==> config.mk <==
export PLATFORM = sky130hd
export DESIGN_NAME = instr_fetch
export DESIGN_NICKNAME = d
export VERILOG_FILES = /design/src/rtl/instr_fetch.sv
export SDC_FILE = /design/constraint.sdc
export NUM_CORES = 1
export LEC_CHECK = 0
export CORE_AREA = 2 2 113 115
export CTS_CLUSTER_SIZE = 20
export DETAILED_ROUTE_END_ITERATION = 16
export DIE_AREA = 0 0 115 117
export PLACE_DENSITY_LB_ADDON = 0.2
export SKIP_LAST_GASP = 1
export SYNTH_ARGS = -nofsm -noshare
export SYNTH_HDL_FRONTEND = slang
export SYNTH_SLANG_ARGS = --single-unit
==> constraint.sdc <==
create_clock -name clk -period 6.9 [get_ports clk]
set_input_delay 1.38 -clock clk [delete_from_list [all_inputs] [get_ports clk]]
set_output_delay 1.38 -clock clk [all_outputs]
set_load 0.02 [all_outputs]
==> src/rtl/instr_fetch.sv <==
// Fetch stage: owns the PC, drives imem, pairs each 1-cycle imem response
// with its PC and presents {pc, instr} to decode over valid/ready.
// A single hold entry absorbs decode backpressure; redirects flush the
// in-flight fetch and restart at the aligned target.
module instr_fetch #(
  parameter int                ADDR_W       = 32,
  parameter int                INSTR_W      = 32,
  parameter logic [ADDR_W-1:0] RESET_VECTOR = ADDR_W'('h01000000)
) (
  input  logic               clk,
  input  logic               rst,
  output logic [ADDR_W-1:0]  imem_addr,
  output logic               imem_en,
  input  logic [INSTR_W-1:0] imem_instr,
  output logic               if_valid,
  input  logic               if_ready,
  output logic [ADDR_W-1:0]  if_pc,
  output logic [INSTR_W-1:0] if_instr,
  input  logic               redirect_valid,
  input  logic [ADDR_W-1:0]  redirect_target
);

  typedef enum logic {
    RUN,
    STALL
  } state_t;

  state_t             state, state_next;
  logic [ADDR_W-1:0]  pc, pc_next;
  logic               req_valid, req_valid_next;
  logic [ADDR_W-1:0]  req_pc, req_pc_next;
  logic [ADDR_W-1:0]  hold_pc, hold_pc_next;
  logic [INSTR_W-1:0] hold_instr, hold_instr_next;
  logic               issue;

  // Decode-side view and fetch issue: a redirect or reset suppresses both.
  // In STALL the hold entry is presented; in RUN the live imem response is.
  always_comb begin
    issue    = 1'b0;
    if_valid = 1'b0;
    if_pc    = '0;
    if_instr = '0;
    if (!rst && !redirect_valid) begin
      if (state == RUN) begin
        issue    = !req_valid || if_ready;
        if_valid = req_valid;
        if (req_valid) begin
          if_pc    = req_pc;
          if_instr = imem_instr;
        end
      end else begin
        issue    = if_ready;
        if_valid = 1'b1;
        if_pc    = hold_pc;
        if_instr = hold_instr;
      end
    end
    imem_en   = issue;
    imem_addr = pc;
  end

  // Next-state: redirect first, then capture into the hold entry on
  // backpressure, otherwise issue the next sequential fetch.
  always_comb begin
    state_next      = state;
    pc_next         = pc;
    req_valid_next  = req_valid;
    req_pc_next     = req_pc;
    hold_pc_next    = hold_pc;
    hold_instr_next = hold_instr;
    if (redirect_valid) begin
      state_next      = RUN;
      req_valid_next  = 1'b0;
      pc_next         = {redirect_target[ADDR_W-1:2], 2'b00};
      hold_pc_next    = '0;
      hold_instr_next = '0;
    end else if (state == RUN && req_valid && !if_ready) begin
      state_next      = STALL;
      req_valid_next  = 1'b0;
      hold_pc_next    = req_pc;
      hold_instr_next = imem_instr;
    end else if (issue) begin
      state_next     = RUN;
      req_valid_next = 1'b1;
      req_pc_next    = pc;
      pc_next        = pc + ADDR_W'(4);
    end else begin
      req_valid_next = 1'b0;
    end
  end

  // State registers, cleared immediately on reset.
  always_ff @(posedge clk or posedge rst) begin
    if (rst) begin
      state      <= RUN;
      pc         <= RESET_VECTOR;
      req_valid  <= 1'b0;
      req_pc     <= '0;
      hold_pc    <= '0;
      hold_instr <= '0;
    end else begin
      state      <= state_next;
      pc         <= pc_next;
      req_valid  <= req_valid_next;
      req_pc     <= req_pc_next;
      hold_pc    <= hold_pc_next;
      hold_instr <= hold_instr_next;
    end
  end

endmodule

==> impl_metrics.tcl, run 1 <==
set metrics [dict create \
    synth_warnings 0 \
    finalSetupViolCount 0 \
    instances_no_fill 936 \
    grt_max_degree 93 \
    drtAntennaViolNets 0 \
    max_freq_mhz 192.7 \
    layout-drive-gt1-share_pct 7.506 \
    synthTopCellsByArea "dfrtp_1 (51%), a22o_1 (9.0%), nand2_1 (7.1%)" \
    clock_skew_ns 0.005060 \
    rsz0062_at_grt "false" \
    clockBufferDepth 2 \
    fin_crit_ns 5.188 \
    drtPass1Iterations 6 \
    cp-start-kind "primary input" \
    cts_sinks 125 \
    final_min_period_over_clock_period_pct 75.19 \
    synth.most_common_cell "dfrtp_1" \
    slew_violations 0 \
    vias 5459 \
    hold_ws_ns 0.4783 \
    postCtsSetupRepairBufs 0 \
    synth-compound-area-share_pct 21.16 \
    routed_wl_um 16320 \
    slew_headroom_pct 12.95 \
    antenna_found_initial 0 \
    synthMuxAreaShare_pct 0.1657 \
    finalHoldViolations 0 \
    post_drt_wl_per_cell_um 17.44 \
    start_util_pct 49.08 \
    syn_area_um2 6042 \
    async_reset_ff_share_pct 100.0 \
    synth_commonest_cells "dfrtp_1 (124), nand2_1 (115), nor2_1 (92), a22o_1 (62), a22oi_1 (53)" \
    overflow 0 \
    p_per_area_nw_per_um2 240.2 \
    drc 0 \
    hp-class "register to register" \
    path_max_fanout 63 \
    placed_cells_incl_taps 904 \
    end_kind "output pin" \
    tightest_slew_ns 1.303 \
    ys_seq_area_share_pct 51.79 \
    place.detailed.hpwl_um 10230 \
    critPathRequiredTime_ns 5.52 \
    ys.flop_type "dfrtp_1" \
    syn_avg_cell_area_um2 9.382 \
    nNetsFinal 842 \
    cts-root-buf "clkbuf_16" \
    area_delta_synth_final_pct 36.12 \
    routabilityCongestion 0.8355 \
    peakVddDrop_mv 0.1757 \
    die_w_um 115 \
    io-pin-count 166 \
    vias_per_cell 5.832 \
    worstSetupPathType "primary input to output pin" \
    synth_xor_area_share_pct 2.174 \
    finalInstanceArea_um2 8224 \
    synth.top_cell.area_share_pct 51.36 \
    antenna_cells 0 \
    synth_edf_count 0 \
    run_status "finished, final reports clean" \
    clock_latency_ns 0.41 \
    drt-initial-drc-count 694 \
    die_area_um2 13460 \
    cts_buffers 17 \
    max_cap_violations 0 \
    cts_tree "yes" \
    leakagePower_nw 3.489 \
    synthSimpleGateAreaFrac_pct 19.94 \
    postSynthCellCount 644 \
    core_area_um2 12310 \
    yosys.area_share.adder_pct 0.2071 \
    grt_pass1_vias 5005 \
    h-tree-depth 4 \
    io_buffers 161 \
    die_height_um 117 \
    clk_pin_slew_ns 0.05 \
    synth_top_area_cell "dfrtp_1" \
    std_cell_rows 41 \
    fin_tns_setup_ns 0 \
    place_area_um2 7672 \
    crit_arrival_ns 3.81 \
    grt_pass1_wl_um 26170 \
    cts-resized-gates 0 \
    hold_buffers 0 \
    track_usage_pct 24.86 \
    synth_cell_type_count 46 \
    synth_top_family_by_area "compound AO/OA/AOI/OAI gates" \
    synth_seq_cells 125 \
    utilization_pct 66.80 \
]
[final timing paths]
| kind | from | end | slack (ns) | cells past startpoint |
|---|---|---|---|---|
| worst max register to register | state | imem_addr[6] | 4.49 | 7 |
| min in group asynchronous | rst | imem_addr[6] | 1.46 | 2 |
| worst min register to register | hold_pc[1] | hold_pc[1] | 0.48 | 1 |
| worst max-delay path | redirect_valid | if_pc[16] | 1.71 | 4 |
| max in group asynchronous | rst | state | 3.89 | 3 |
| worst min-delay path | hold_pc[1] | hold_pc[1] | 0.48 | 1 |
[cell families after synthesis]
| family | Yosys count |
|---|---|
| fa+ha+maj | 1 |
| flops | 125 |
| buf+inv | 66 |
| other cells | 1 |
| xor+xnor | 15 |
| simple gates | 263 |
| mux | 1 |
| compound gates | 172 |
[power breakdown]
part           internal, mW  switching, mW
registers             0.796         0.0687
clock network         0.513          0.303
logic                 0.130          0.165
total                  1.44          0.536
[layout by cell type (no fill, tap or decap), types with 2 or more instances in the layout]
cell             count
a211o_1              2
xnor2_1              9
conb_1               2
clkdlybuf4s50_1    161
o22ai_1              2
and3_1               3
a21oi_1             15
a22oi_1             53
a211oi_1             2
inv_1                4
clkinv_2             5
nor3_1               5
clkbuf_8             6
inv_2                3
and4_1               3
nand4_2              3
nor4_2               8
buf_4                6
xor2_1               6
nand2_1            115
nand3_1             12
clkbuf_1             3
o21ai_1             19
and2_1               2
a22o_1              62
nor3_2               2
nand4_1             11
clkbuf_16           17
nor2_1              91
dfrtp_1            123
a311oi_1             4
o21ai_0              7
o211a_1              2
[critical path, stage by stage]
cell and delay [ns]:
clkdlybuf4s50_1 0.66, or2_2 0.97, nor2_1 0.16, clkdlybuf4s50_1 0.62
[state kept, by name (all words and copies together), names as in the netlist]
register and cells:
hold_instr 32, hold_pc 31, imem_addr 30, req_pc 30
req_valid 1, state 1
[routing by layer]
| metal | up-vias | share of wire [%] | GRT usage, % |
|---|---|---|---|
| met5 | - | 0 | 0 |
| met4 | 0 | 1.2 | 8.434 |
| met3 | 19 | 7.8 | 5.613 |
| met2 | 248 | 46 | 36.86 |
| met1 | 2652 | 45 | 36.36 |
| li1 | 2540 | - | - |
[through the flow]
step | total power, mW | setup WS [ns]
global route | 2.065 | 1.540
detailed placement | 1.167 | 1.736
finish | 1.975 | 1.712
global placement | 1.157 | 1.797
floorplan | 1.027 | 2.175
CTS | 1.990 | 1.723
[area by class of cell]
class                      count  area (µm²)
tap                          150       187.7
clock inverter                 6       32.53
timing repair buffer         167        1657
fill                        1016        4088
clock buffer                  26       519.2
inverter                       8       32.53
sequential                   125        3131
multi-input combinational    454        2665
(Power assumes the default switching activity.)
==> run 2, diff against run 1 <==
--- a/config.mk
+++ b/config.mk
@@ -5,10 +5,10 @@
 export SDC_FILE = /design/constraint.sdc
 export NUM_CORES = 1
 export LEC_CHECK = 0
-export CORE_AREA = 2 2 113 115
+export CORE_AREA = 2 2 121 123
 export CTS_CLUSTER_SIZE = 20
 export DETAILED_ROUTE_END_ITERATION = 16
-export DIE_AREA = 0 0 115 117
+export DIE_AREA = 0 0 123 125
 export PLACE_DENSITY_LB_ADDON = 0.2
 export SKIP_LAST_GASP = 1
 export SYNTH_ARGS = -nofsm -noshare
==> constraint.sdc (replaced) <==
create_clock -name clk -period 4.35 [get_ports clk]
set_input_delay 0.87 -clock clk [delete_from_list [all_inputs] [get_ports clk]]
set_output_delay 0.87 -clock clk [all_outputs]
set_load 0.02 [all_outputs]
==> impl_metrics.tcl, run 2 (synthesis gave the netlist of run 1 again) <==
set metrics [dict create \
    place.detailed.hpwl_um 11110 \
    crit_top_cell "clkdlybuf4s50_1" \
    drtAntennaViolNets 0 \
    power.internal_mw 2.481 \
    vias 5410 \
    largest_reg_flops 32 \
    die_w_um 123 \
    grt_pass1_vias 5183 \
    area_delta_synth_final_pct 39.28 \
    grt_max_degree 68 \
    fin_tns_setup_ns 0 \
    h-tree-depth 4 \
    routed_wl_um 16670 \
    regArea_um2 3131 \
    core_area_um2 14200 \
    placed_cells_incl_taps 942 \
    die_height_um 125 \
    max_freq_mhz 262.7 \
    final_min_period_over_clock_period_pct 87.52 \
    grt_pass1_wl_um 27140 \
    io-pin-count 166 \
    track_usage_pct 22.26 \
    max_cap_violations 0 \
    p_per_area_nw_per_um2 396.7 \
    start_util_pct 42.54 \
    fin_crit_ns 3.807 \
    peakVddDrop_mv 0.3094 \
    utilization_pct 59.25 \
    cts_tree "yes" \
    io_buffers 161 \
    finalSetupViolCount 0 \
    drtPass1Iterations 5 \
    antenna_found_initial 0 \
    cts-root-buf "clkbuf_16" \
    die_area_um2 15380 \
    cp-start-kind "primary input" \
    overflow 0 \
    layout-drive-gt1-share_pct 7.975 \
    clockBufferDepth 2 \
    rsz0062_at_grt "false" \
    hp-class "register to register" \
    cp_num_buf_inv 3 \
    critPathRequiredTime_ns 3.48 \
    slew_violations 0 \
    antenna_cells 0 \
    cts_sinks 125 \
    clock_latency_ns 0.41 \
    post_drt_wl_per_cell_um 17.11 \
    fill_cells 1229 \
    clock_skew_ns 0.004732 \
    vias_per_cell 5.554 \
    clk_pin_slew_ns 0.05 \
    final_common_cell "clkdlybuf4s50_1" \
    regMostFlops "hold_instr" \
    drc 0 \
    switching_share_pct 25.67 \
    nNetsFinal 846 \
    p_comb_share_pct 14.0 \
    run_status "finished, final reports clean" \
    p_seq_share_pct 41.4 \
    tightest_slew_ns 0.8192 \
    hold_buffers 0 \
    worstSetupPathType "primary input to output pin" \
    leakagePower_nw 3.560 \
    path_max_fanout 47 \
    cts-resized-gates 0 \
    instances_no_fill 974 \
    multiInputGateArea_um2 2665 \
    max_stage_delay_ns 0.63 \
    p_clk_share_pct 44.6 \
    slew_headroom_pct 45.38 \
    cts_buffers 17 \
    crit_family "buffers and inverters" \
    cp_cell_sequence "clkdlybuf4s50_1 -> or2_2 -> buf_12 -> nor2_1 -> clkdlybuf4s50_1" \
    final_cell_mix "clkdlybuf4s50_1 (161), dfrtp_1 (123), nand2_1 (115), nor2_1 (91), a22o_1 (62)" \
    routabilityCongestion 0.8127 \
    cp_slowest_cell "clkdlybuf4s50_1" \
    end_kind "output pin" \
    crit_arrival_ns 2.94 \
    std_cell_rows 44 \
    switchingPower_mw 0.8570 \
    drt-initial-drc-count 412 \
    finalHoldViolations 0 \
    postCtsSetupRepairBufs 0 \
    largestRegisters "hold_instr: 32 flops, hold_pc: 31 flops" \
]
## run 2: final cells by class
cell class | count | area share (%)
Sequential cell | 125 | 37.20
Multi-Input combinational cell | 454 | 31.67
Timing Repair Buffer | 171 | 20.49
Clock buffer | 27 | 6.334
Tap cell | 184 | 2.736
Clock inverter | 5 | 1.189
Inverter | 8 | 0.3866
## run 2: worst register-to-register path: cells and delay by family (launching register included)
kind | cells | cell delay [ns]
DFF | 1 | 0.90
and+or+nand+nor | 3 | 0.41
AOI/OAI and AO/OA | 2 | 0.45
buffers and inverters | 1 | 0.36
## run 2: metal layers
layer,up-vias,wire length [µm],global-route usage [%]
li1,2548,-,-
met3,30,1113,4.790
met2,221,7584,32.47
met5,-,0,0
met1,2611,7599,32.36
met4,0,368,8.690
## run 2: metrics by stage
stage / worst slack (ns) / instance area, µm² / hold slack [ns] / total power, mW
floorplan: 0.1347 / 6046 / 0.4443 / 1.630
finish: 0.5427 / 8416 / 0.4806 / 3.338
detailed placement: 0.5511 / 7782 / 0.4634 / 1.866
global route: 0.4769 / 8416 / 0.4952 / 3.484
CTS: 0.5476 / 8416 / 0.4812 / 3.379
global placement: 0.5738 / 7782 / 0.4613 / 1.850
## run 2: final timing paths
path / start / end / slack [ns] / cells after the start
max in group asynchronous: rst / imem_addr[24] / 2.40 / 3
worst min register to register: hold_pc[1] / hold_pc[1] / 0.48 / 1
worst max-delay path: rst / if_pc[27] / 0.54 / 5
worst max register to register: state / imem_addr[6] / 2.09 / 6
worst min-delay path: hold_pc[1] / hold_pc[1] / 0.48 / 1
min in group asynchronous: rst / imem_addr[12] / 1.10 / 2
## run 2: power groups by stage
stage | sequential (mW) | combinational [mW] | clock, mW
4_1_cts | 1.38 | 0.472 | 1.53
2_1_floorplan | 1.39 | 0.242 | 0
5_1_grt | 1.40 | 0.513 | 1.57
3_3_place_gp | 1.39 | 0.459 | 0
6_report | 1.38 | 0.468 | 1.49
3_5_place_dp | 1.40 | 0.469 | 0
==> run 3, diff against run 2 <==
--- a/config.mk
+++ b/config.mk
@@ -11,6 +11,7 @@
 export DIE_AREA = 0 0 123 125
 export PLACE_DENSITY_LB_ADDON = 0.2
 export SKIP_LAST_GASP = 1
+export SLEW_MARGIN = 10
 export SYNTH_ARGS = -nofsm -noshare
 export SYNTH_HDL_FRONTEND = slang
 export SYNTH_SLANG_ARGS = --single-unit
==> results of run 3 <==
Final layout, timing and power as in run 2 (identical DEF).
